[src/rtl/vidscanout_pkg.sv]
// vid_pkg: shared definitions for the video path.
//   - default 640x480@60 timing constants and the Game Boy source size
//   - rgb444_t pixel type and the stage-1 flag bundle
//   - vram_addr(): packs {y, x} into a VRAM address (also used by the sampler)
//   - CNT_W: width of the raster counters (covers totals up to 2047)
package vid_pkg;

    localparam int unsigned VGA_H_ACTIVE = 640;
    localparam int unsigned VGA_H_FP     = 16;
    localparam int unsigned VGA_H_SYNC   = 96;
    localparam int unsigned VGA_H_BP     = 48;
    localparam int unsigned VGA_V_ACTIVE = 480;
    localparam int unsigned VGA_V_FP     = 10;
    localparam int unsigned VGA_V_SYNC   = 2;
    localparam int unsigned VGA_V_BP     = 33;

    localparam int unsigned DEF_SRC_W = 160;
    localparam int unsigned DEF_SRC_H = 144;

    localparam int unsigned CNT_W = 11;

    typedef logic [11:0] rgb444_t;

    // Raster flags carried from the counter stage to the output stage.
    typedef struct packed {
        logic visible;
        logic window;
        logic hsync;
        logic vsync;
    } vid_flags_t;

    function automatic logic [15:0] vram_addr(input logic [7:0] y, input logic [7:0] x);
        return {y, x};
    endfunction

endpackage

[src/rtl/vidscanout_if.sv]
// vidscanout_if: VRAM read-port bundle between the scanout and the frame VRAM.
//   vramclk   read clock (the pixel clock)
//   vramaddr  [15:8] source y, [7:0] source x
//   vramre    read enable
//   vramdata  2-bit shade, valid one clock after the address
// Modports: master = scanout side, slave = memory side.
interface vidscanout_if;

    logic        vramclk;
    logic [15:0] vramaddr;
    logic        vramre;
    logic [1:0]  vramdata;

    modport master (
        output vramclk,
        output vramaddr,
        output vramre,
        input  vramdata
    );

    modport slave (
        input  vramclk,
        input  vramaddr,
        input  vramre,
        output vramdata
    );

endinterface

[src/rtl/vidscanout_timing.sv]
// vid_timing: raster counter for the scanout.
//   vid_clk, rst_n         pixel clock, asynchronous active-low reset
//   hcnt, vcnt             current raster position
//   hcnt_nxt, vcnt_nxt     position after the coming clock edge
//   hsync_raw, vsync_raw   active-low sync for the current position
//   visible                current position is inside the active area
//   frame_start            one-clock pulse while the position is (0,0)
// All flags are registered from the next position so they line up with
// hcnt/vcnt. After reset the counter holds at (0,0) for one edge so that
// frame (0,0) is presented with frame_start high.
module vid_timing
    import vid_pkg::*;
#(
    parameter int unsigned H_ACTIVE = VGA_H_ACTIVE,
    parameter int unsigned H_FP     = VGA_H_FP,
    parameter int unsigned H_SYNC   = VGA_H_SYNC,
    parameter int unsigned H_BP     = VGA_H_BP,
    parameter int unsigned V_ACTIVE = VGA_V_ACTIVE,
    parameter int unsigned V_FP     = VGA_V_FP,
    parameter int unsigned V_SYNC   = VGA_V_SYNC,
    parameter int unsigned V_BP     = VGA_V_BP
) (
    input  logic             vid_clk,
    input  logic             rst_n,
    output logic [CNT_W-1:0] hcnt,
    output logic [CNT_W-1:0] vcnt,
    output logic [CNT_W-1:0] hcnt_nxt,
    output logic [CNT_W-1:0] vcnt_nxt,
    output logic             hsync_raw,
    output logic             vsync_raw,
    output logic             visible,
    output logic             frame_start
);

    localparam logic [CNT_W-1:0] H_LAST   = CNT_W'(H_ACTIVE + H_FP + H_SYNC + H_BP - 1);
    localparam logic [CNT_W-1:0] V_LAST   = CNT_W'(V_ACTIVE + V_FP + V_SYNC + V_BP - 1);
    localparam logic [CNT_W-1:0] H_ACT    = CNT_W'(H_ACTIVE);
    localparam logic [CNT_W-1:0] V_ACT    = CNT_W'(V_ACTIVE);
    localparam logic [CNT_W-1:0] HS_START = CNT_W'(H_ACTIVE + H_FP);
    localparam logic [CNT_W-1:0] HS_END   = CNT_W'(H_ACTIVE + H_FP + H_SYNC);
    localparam logic [CNT_W-1:0] VS_START = CNT_W'(V_ACTIVE + V_FP);
    localparam logic [CNT_W-1:0] VS_END   = CNT_W'(V_ACTIVE + V_FP + V_SYNC);
    localparam logic [CNT_W-1:0] CNT_ONE  = CNT_W'(1);

    logic run;

    always_comb begin
        hcnt_nxt = hcnt;
        vcnt_nxt = vcnt;
        if (run) begin
            if (hcnt == H_LAST) begin
                hcnt_nxt = '0;
                vcnt_nxt = (vcnt == V_LAST) ? '0 : vcnt + CNT_ONE;
            end else begin
                hcnt_nxt = hcnt + CNT_ONE;
            end
        end
    end

    always_ff @(posedge vid_clk or negedge rst_n) begin
        if (!rst_n) begin
            run         <= 1'b0;
            hcnt        <= '0;
            vcnt        <= '0;
            hsync_raw   <= 1'b1;
            vsync_raw   <= 1'b1;
            visible     <= 1'b0;
            frame_start <= 1'b0;
        end else begin
            run         <= 1'b1;
            hcnt        <= hcnt_nxt;
            vcnt        <= vcnt_nxt;
            hsync_raw   <= !((hcnt_nxt >= HS_START) && (hcnt_nxt < HS_END));
            vsync_raw   <= !((vcnt_nxt >= VS_START) && (vcnt_nxt < VS_END));
            visible     <= (hcnt_nxt < H_ACT) && (vcnt_nxt < V_ACT);
            frame_start <= (hcnt_nxt == '0) && (vcnt_nxt == '0);
        end
    end

endmodule

[src/rtl/vidscanout.sv]
// vidscanout: display-side VRAM reader. Generates VGA-style timing, fetches
// 2-bit shades at {y, x}, replicates each source pixel SCALE times, centres
// the image in a border and maps shades to RGB444 via a per-frame palette.
// Ports:
//   vid_clk, rst_n   pixel clock, asynchronous active-low reset
//   vram             VRAM read port (vidscanout_if.master)
//   palette          four RGB444 entries, shade n at [12n+11:12n]
//   border           RGB444 colour outside the image window
//   hsync, vsync     active-low sync
//   de               visible-area strobe
//   rgb              RGB444 pixel (0 when not visible)
//   frame_start      one-clock pulse at raster (0,0), counter-aligned
// rgb/de/hsync/vsync lag the raster position by two clocks.
// Build option: VIDSCANOUT_SCANLINE_EN halves every channel on the last
// replicated line of each source row (image pixels only).
module vidscanout
    import vid_pkg::*;
#(
    parameter int unsigned H_ACTIVE = VGA_H_ACTIVE,
    parameter int unsigned H_FP     = VGA_H_FP,
    parameter int unsigned H_SYNC   = VGA_H_SYNC,
    parameter int unsigned H_BP     = VGA_H_BP,
    parameter int unsigned V_ACTIVE = VGA_V_ACTIVE,
    parameter int unsigned V_FP     = VGA_V_FP,
    parameter int unsigned V_SYNC   = VGA_V_SYNC,
    parameter int unsigned V_BP     = VGA_V_BP,
    parameter int unsigned SRC_W    = DEF_SRC_W,
    parameter int unsigned SRC_H    = DEF_SRC_H,
    parameter int unsigned SCALE    = 3,
    parameter int unsigned X_OFF    = (H_ACTIVE - SRC_W * SCALE) / 2,
    parameter int unsigned Y_OFF    = (V_ACTIVE - SRC_H * SCALE) / 2
) (
    input  logic                vid_clk,
    input  logic                rst_n,
    vidscanout_if.master        vram,
    input  logic [47:0]         palette,
    input  logic [11:0]         border,
    output logic                hsync,
    output logic                vsync,
    output logic                de,
    output logic [11:0]         rgb,
    output logic                frame_start
);

    localparam logic [CNT_W-1:0] X_START  = CNT_W'(X_OFF);
    localparam logic [CNT_W-1:0] X_END    = CNT_W'(X_OFF + SRC_W * SCALE);
    localparam logic [CNT_W-1:0] Y_START  = CNT_W'(Y_OFF);
    localparam logic [CNT_W-1:0] Y_END    = CNT_W'(Y_OFF + SRC_H * SCALE);
    localparam logic [CNT_W-1:0] H_LAST   = CNT_W'(H_ACTIVE + H_FP + H_SYNC + H_BP - 1);
    localparam logic [1:0]       SUB_LAST = 2'(SCALE - 1);

    logic [CNT_W-1:0] hcnt, vcnt, hcnt_nxt, vcnt_nxt;
    logic             hsync_raw, vsync_raw, visible;

    vid_timing #(
        .H_ACTIVE (H_ACTIVE),
        .H_FP     (H_FP),
        .H_SYNC   (H_SYNC),
        .H_BP     (H_BP),
        .V_ACTIVE (V_ACTIVE),
        .V_FP     (V_FP),
        .V_SYNC   (V_SYNC),
        .V_BP     (V_BP)
    ) u_timing (
        .vid_clk     (vid_clk),
        .rst_n       (rst_n),
        .hcnt        (hcnt),
        .vcnt        (vcnt),
        .hcnt_nxt    (hcnt_nxt),
        .vcnt_nxt    (vcnt_nxt),
        .hsync_raw   (hsync_raw),
        .vsync_raw   (vsync_raw),
        .visible     (visible),
        .frame_start (frame_start)
    );

    assign vram.vramclk = vid_clk;

    // ---------------- stage 0: source coordinates and VRAM request ----------
    logic [1:0] xsub, xsub_n, ysub, ysub_n;
    logic [7:0] xsrc, xsrc_n, ysrc, ysrc_n;
    logic       win_n;

    // Sub-counters track the current raster position; their next values feed
    // the registered address so vramaddr lines up with hcnt/vcnt.
    always_comb begin
        xsub_n = xsub;
        xsrc_n = xsrc;
        ysub_n = ysub;
        ysrc_n = ysrc;

        // hcnt_nxt == X_OFF covers both "hcnt = X_OFF-1" and the X_OFF=0 line start.
        if (hcnt_nxt == X_START) begin
            xsub_n = '0;
            xsrc_n = '0;
        end else if (vram.vramre) begin
            if (xsub == SUB_LAST) begin
                xsub_n = '0;
                xsrc_n = xsrc + 8'd1;
            end else begin
                xsub_n = xsub + 2'd1;
            end
        end

        if (hcnt == H_LAST) begin
            if (vcnt_nxt == '0) begin
                ysub_n = '0;
                ysrc_n = '0;
            end else if ((vcnt >= Y_START) && (vcnt < Y_END)) begin
                if (ysub == SUB_LAST) begin
                    ysub_n = '0;
                    ysrc_n = ysrc + 8'd1;
                end else begin
                    ysub_n = ysub + 2'd1;
                end
            end
        end

        win_n = (hcnt_nxt >= X_START) && (hcnt_nxt < X_END) &&
                (vcnt_nxt >= Y_START) && (vcnt_nxt < Y_END);
    end

    always_ff @(posedge vid_clk or negedge rst_n) begin
        if (!rst_n) begin
            xsub          <= '0;
            xsrc          <= '0;
            ysub          <= '0;
            ysrc          <= '0;
            vram.vramre   <= 1'b0;
            vram.vramaddr <= '0;
        end else begin
            xsub        <= xsub_n;
            xsrc        <= xsrc_n;
            ysub        <= ysub_n;
            ysrc        <= ysrc_n;
            vram.vramre <= win_n;
            if (win_n) begin
                vram.vramaddr <= vram_addr(ysrc_n, xsrc_n);
            end
        end
    end

    // ---------------- per-frame palette / border latch ----------------------
    rgb444_t pal_q [4];
    rgb444_t border_q;

    always_ff @(posedge vid_clk or negedge rst_n) begin
        if (!rst_n) begin
            for (int unsigned i = 0; i < 4; i++) begin
                pal_q[i] <= '0;
            end
            border_q <= '0;
        end else if (frame_start) begin
            for (int unsigned i = 0; i < 4; i++) begin
                pal_q[i] <= palette[12*i +: 12];
            end
            border_q <= border;
        end
    end

    // ---------------- stage 1: flags wait for vramdata ----------------------
    vid_flags_t s1;

    always_ff @(posedge vid_clk or negedge rst_n) begin
        if (!rst_n) begin
            s1 <= '{visible: 1'b0, window: 1'b0, hsync: 1'b1, vsync: 1'b1};
        end else begin
            s1 <= '{visible: visible, window: vram.vramre, hsync: hsync_raw, vsync: vsync_raw};
        end
    end

`ifdef VIDSCANOUT_SCANLINE_EN
    logic scan1;

    always_ff @(posedge vid_clk or negedge rst_n) begin
        if (!rst_n) begin
            scan1 <= 1'b0;
        end else begin
            scan1 <= (ysub == SUB_LAST);
        end
    end
`endif

    // ---------------- stage 2: colour lookup onto the outputs ---------------
    rgb444_t rgb_n;

    always_comb begin
        rgb_n = '0;
        if (s1.visible) begin
            if (s1.window) begin
                rgb_n = pal_q[vram.vramdata];
`ifdef VIDSCANOUT_SCANLINE_EN
                if (scan1) begin
                    rgb_n = {1'b0, rgb_n[11:9], 1'b0, rgb_n[7:5], 1'b0, rgb_n[3:1]};
                end
`endif
            end else begin
                rgb_n = border_q;
            end
        end
    end

    always_ff @(posedge vid_clk or negedge rst_n) begin
        if (!rst_n) begin
            rgb   <= '0;
            de    <= 1'b0;
            hsync <= 1'b1;
            vsync <= 1'b1;
        end else begin
            rgb   <= rgb_n;
            de    <= s1.visible;
            hsync <= s1.hsync;
            vsync <= s1.vsync;
        end
    end

endmodule

[src/flat_wrapper.sv]
// flat-port wrapper written by rule: the top's interface ports become plain ports
module vidscanout_flat import vid_pkg::*;
#(
    parameter int unsigned H_ACTIVE = VGA_H_ACTIVE,
    parameter int unsigned H_FP     = VGA_H_FP,
    parameter int unsigned H_SYNC   = VGA_H_SYNC,
    parameter int unsigned H_BP     = VGA_H_BP,
    parameter int unsigned V_ACTIVE = VGA_V_ACTIVE,
    parameter int unsigned V_FP     = VGA_V_FP,
    parameter int unsigned V_SYNC   = VGA_V_SYNC,
    parameter int unsigned V_BP     = VGA_V_BP,
    parameter int unsigned SRC_W    = DEF_SRC_W,
    parameter int unsigned SRC_H    = DEF_SRC_H,
    parameter int unsigned SCALE    = 3,
    parameter int unsigned X_OFF    = (H_ACTIVE - SRC_W * SCALE) / 2,
    parameter int unsigned Y_OFF    = (V_ACTIVE - SRC_H * SCALE) / 2
)
  (vid_clk, rst_n, palette, border, hsync, vsync, de, rgb, frame_start, vram_vramclk, vram_vramaddr, vram_vramre, vram_vramdata);
  vidscanout_if vram_i ();
  input  logic vid_clk;
  input  logic rst_n;
  input  logic [47:0] palette;
  input  logic [11:0] border;
  output logic hsync;
  output logic vsync;
  output logic de;
  output logic [11:0] rgb;
  output logic frame_start;
  output wire logic [$bits(vram_i.vramclk)-1:0] vram_vramclk;
  output wire logic [$bits(vram_i.vramaddr)-1:0] vram_vramaddr;
  output wire logic [$bits(vram_i.vramre)-1:0] vram_vramre;
  input wire logic [$bits(vram_i.vramdata)-1:0] vram_vramdata;
  assign vram_vramclk = vram_i.vramclk;
  assign vram_vramaddr = vram_i.vramaddr;
  assign vram_vramre = vram_i.vramre;
  assign vram_i.vramdata = vram_vramdata;
  vidscanout #(.H_ACTIVE(H_ACTIVE), .H_FP(H_FP), .H_SYNC(H_SYNC), .H_BP(H_BP), .V_ACTIVE(V_ACTIVE), .V_FP(V_FP), .V_SYNC(V_SYNC), .V_BP(V_BP), .SRC_W(SRC_W), .SRC_H(SRC_H), .SCALE(SCALE), .X_OFF(X_OFF), .Y_OFF(Y_OFF)) u_core (.vid_clk(vid_clk), .rst_n(rst_n), .vram(vram_i), .palette(palette), .border(border), .hsync(hsync), .vsync(vsync), .de(de), .rgb(rgb), .frame_start(frame_start));
endmodule
[config.mk]
export PLATFORM = sky130hd
export DESIGN_NAME = vidscanout_flat
export DESIGN_NICKNAME = d
export VERILOG_FILES = /design/src/rtl/vidscanout_pkg.sv /design/src/rtl/vidscanout_if.sv /design/src/rtl/vidscanout_timing.sv /design/src/rtl/vidscanout.sv /design/src/flat_wrapper.sv
export SDC_FILE = /design/constraint.sdc
export NUM_CORES = 1
export LEC_CHECK = 0
export BUFFER_PORTS_ARGS = -buffer_cell sky130_fd_sc_hd__buf_2
export CORE_ASPECT_RATIO = 2
export CORE_MARGIN = 1.5
export CORE_UTILIZATION = 28
export CTS_CLUSTER_DIAMETER = 40
export DETAILED_ROUTE_END_ITERATION = 16
export HOLD_SLACK_MARGIN = 0.12
export PLACE_DENSITY = 0.54
export REMOVE_ABC_BUFFERS = 1
export SYNTH_ARGS = -nofsm -noshare
export SYNTH_HDL_FRONTEND = slang
export SYNTH_HIERARCHICAL = 1
export SYNTH_SLANG_ARGS = --single-unit
[constraint.sdc]
create_clock -name vid_clk -period 3.95 [get_ports vid_clk]
set_clock_uncertainty 0.2 [all_clocks]
set_input_delay 0.395 -clock vid_clk [delete_from_list [all_inputs] [get_ports vid_clk]]
set_output_delay 0.395 -clock vid_clk [all_outputs]
set_load 0.01 [all_outputs]
==> run metrics <==
share of cells above drive strength 1=35.8%; f_max=270 MHz; Cell variety after synth=64; Worst-Skew Late Latency=540 ps; most instantiated cells after synthesis=dfrtp_1 (137), mux2_2 (61), nor2_1 (37), nand2_1 (31), xnor2_1 (19); design area=0.00886 mm2; Core Area=0.0231 mm2; Yosys top cell by area=dfrtp_1; largest net degree at the start of global routing=89; area share of the largest cell type after synthesis=52.1%; chip height=220 um; Layout area overhead=34.8%; most frequent cell after synthesis=dfrtp_1; number of flops mapped to enable cells by yosys=0; Final Max Slew Viols=0; Syn. warnings=6; Pre-Repair DR Iteration Count=7; Crit-path slowest cell=or4_4; Via Count=4960; flops & latches, synth=143; final cycle utilization of the critical path=93.7%; Final ANT Viol Nets=0; dpl cell area=0.00759 mm2; DRC Markers=0; Crit path top cell by count=or4_4; # diodes=0; die footprint=roughly 0.024 mm2; final WL=17.5 mm; crit path DAT=3920 ps; final net count=between 700 and 800; crit-path cells=or4_4 > or4_4 > nor3_1 > mux2_2 > nor4_2 > a32oi_1 > nand3_2 > clkinv_2 > mux2_1; sequential area share after synthesis=54.5%; Routed WL per cell=17.2 um; Mapped Cells=528; RSZ-0062 raised after global routing=false; num rows=~80; vias in the first global route=5425; fin crit period=3700 ps; MaxCap Viol Count=0; setup bufs post-CTS=0; Mapped Area=0.00658 mm2; Total Neg Setup Slack=0 ps; Hold Path Class=reg2reg; Die W=111 um; Initial Util=approximately 28%; PD cells=around 570 mW/mm2; I/O Buffers=97; GRT Residual Overflow=0; # IOs=98; Slew @ Worst Pin=between 900 and 1000 ps; CTS tree=done; slew margin rel.=38.1%; overall power=between 5 and 6 mW; top cells by area, synth=dfrtp_1 (52%), mux2_2 (10%), mux4_2 (4.1%), xnor2_1 (2.5%), dfstp_2 (2.4%); Largest stage delay, worst path=a little under 600 ps; WS Path Type=reg2reg; first-pass GRT wire length=around 28 mm; worst-path fanout max=10; peak supply drop=0.381 mV; CP endpoint kind=register; Starting DRT DRC Count=~250; CP required=4170 ps; prevailing post-synth register cell=dfrtp_1; global-route usage over all layers=15.2%; Worst-path clk slew=60 ps; mean post-synth cell area=12.5 um2; status=completed; initial antenna violation count=0; hold slack final=154 ps; post-detail-place hpwl=12.8 mm; FFs w/ async S/R, synth=100%; Leakage Power=3.88 nW; Critical Path Start Type=register; Vias/cell=slightly below 5; Final Hold Viols=0; Setup violations, final=0; gpl congestion=0.883
power breakdown:
| part | switching (mW) | leakage, nW | internal [mW] |
|---|---|---|---|
| clock network | 0.653 | 0.314 | 1.08 |
| registers | 0.234 | 1.79 | 1.88 |
| logic | 0.492 | 1.78 | 0.718 |
worst paths after layout:
check	start	end	slack [ps]	depth (start not counted)
setup / recovery	u_core/u_timing/hcnt[7]	u_core/vram.vramaddr[1]	250	9
hold / removal	u_core/u_timing/hsync_raw	u_core/s1[1]	150	0
setup reg to reg	u_core/u_timing/hcnt[7]	u_core/vram.vramaddr[1]	250	9
hold reg to reg	u_core/u_timing/hsync_raw	u_core/s1[1]	150	0
max in group asynchronous	rst_n	u_core/u_timing/hsync_raw	2380	3
min in group asynchronous	rst_n	u_core/pal_q[44]	290	2
repair_timing:
action,CTS,global route
hold endpoints to repair,144,0
resized for setup,0,1
endpoints found under the setup margin,0,8
hold buffers,61,0
cell usage in the layout (no fill, tap or decap), types with 6 or more instances in the layout:
| master | n |
|---|---|
| o21ai_1 | 9 |
| xnor2_1 | 19 |
| a21oi_1 | 8 |
| mux2_2 | 61 |
| buf_2 | 96 |
| nor3_1 | 15 |
| nand2_1 | 31 |
| buf_4 | 32 |
| dfstp_2 | 6 |
| mux2_1 | 8 |
| xor2_1 | 6 |
| mux2i_1 | 14 |
| o21ai_0 | 11 |
| mux4_2 | 12 |
| inv_1 | 8 |
| clkbuf_16 | 20 |
| nor2_1 | 37 |
| nand3_1 | 13 |
| dlygate4sd3_1 | 61 |
| nand4_1 | 14 |
| nor2b_1 | 15 |
| dfrtp_1 | 136 |
state kept, by name, indices dropped and copies added (netlist names):
name and count:
u_core/xsrc 8, u_core/vram.vramre 1, u_core/u_timing/hsync_raw 1, u_core/vram.vramaddr 16, u_core/border_q 12, u_core/vsync 1
u_core/u_timing/vsync_raw 1, u_core/rgb 12, u_core/u_timing/run 1, u_core/u_timing/frame_start 1, u_core/pal_q 48, u_core/u_timing/hcnt 11
u_core/u_timing/visible 1, u_core/ysub 2, u_core/de 1, u_core/u_timing/vcnt 11, u_core/s1 4, u_core/hsync 1
u_core/ysrc 8, u_core/xsub 2
cell families after synthesis:
group	share of synthesized area [%]
and+or+nand+nor	15.9
DFF	54.5
muxes	18.1
AOI/OAI and AO/OA	5.27
buffers and inverters	1.96
xor gates and xnor gates	3.33
adders and majority gates	0.951
other	0.0570
routing by layer:
| layer | wire, um | GRT usage [%] | part of all wire [%] |
|---|---|---|---|
| met5 | 0 | 0 | 0 |
| met4 | 1130 | 10.9 | 6.5 |
| met3 | 691 | 3.91 | 3.9 |
| met2 | 9770 | 28.8 | 56 |
| met1 | 5900 | 13.8 | 34 |
metrics by stage:
step	cells	setup WS, ps	utilization (%)
floorplan	506	263	-
global placement	919	245	32.8
detailed placement	919	195	32.8
CTS	1015	169	38.3
global route	1015	72.6	38.3
finish	1015	250	38.3
worst max-delay path, delay by kind of cell (launching register included):
| family | cells | cell delay, ps |
|---|---|---|
| and+or+nand+nor | 5 | 1800 |
| AOI/OAI and AO/OA | 1 | 190 |
| muxes | 2 | 770 |
| buffers and inverters | 1 | 170 |
| DFF | 1 | 430 |
final cells by class:
class / instances / area (um2)
Fill cell: 2213 / 14300
Multi-Input combinational cell: 354 / 2870
Timing Repair Buffer: 190 / 1360
Clock buffer: 24 / 527
Inverter: 9 / 35.0
Sequential cell: 143 / 3590
Clock inverter: 12 / 135
Tap cell: 283 / 354
No activity file was read; power rests on OpenSTA's default activity.
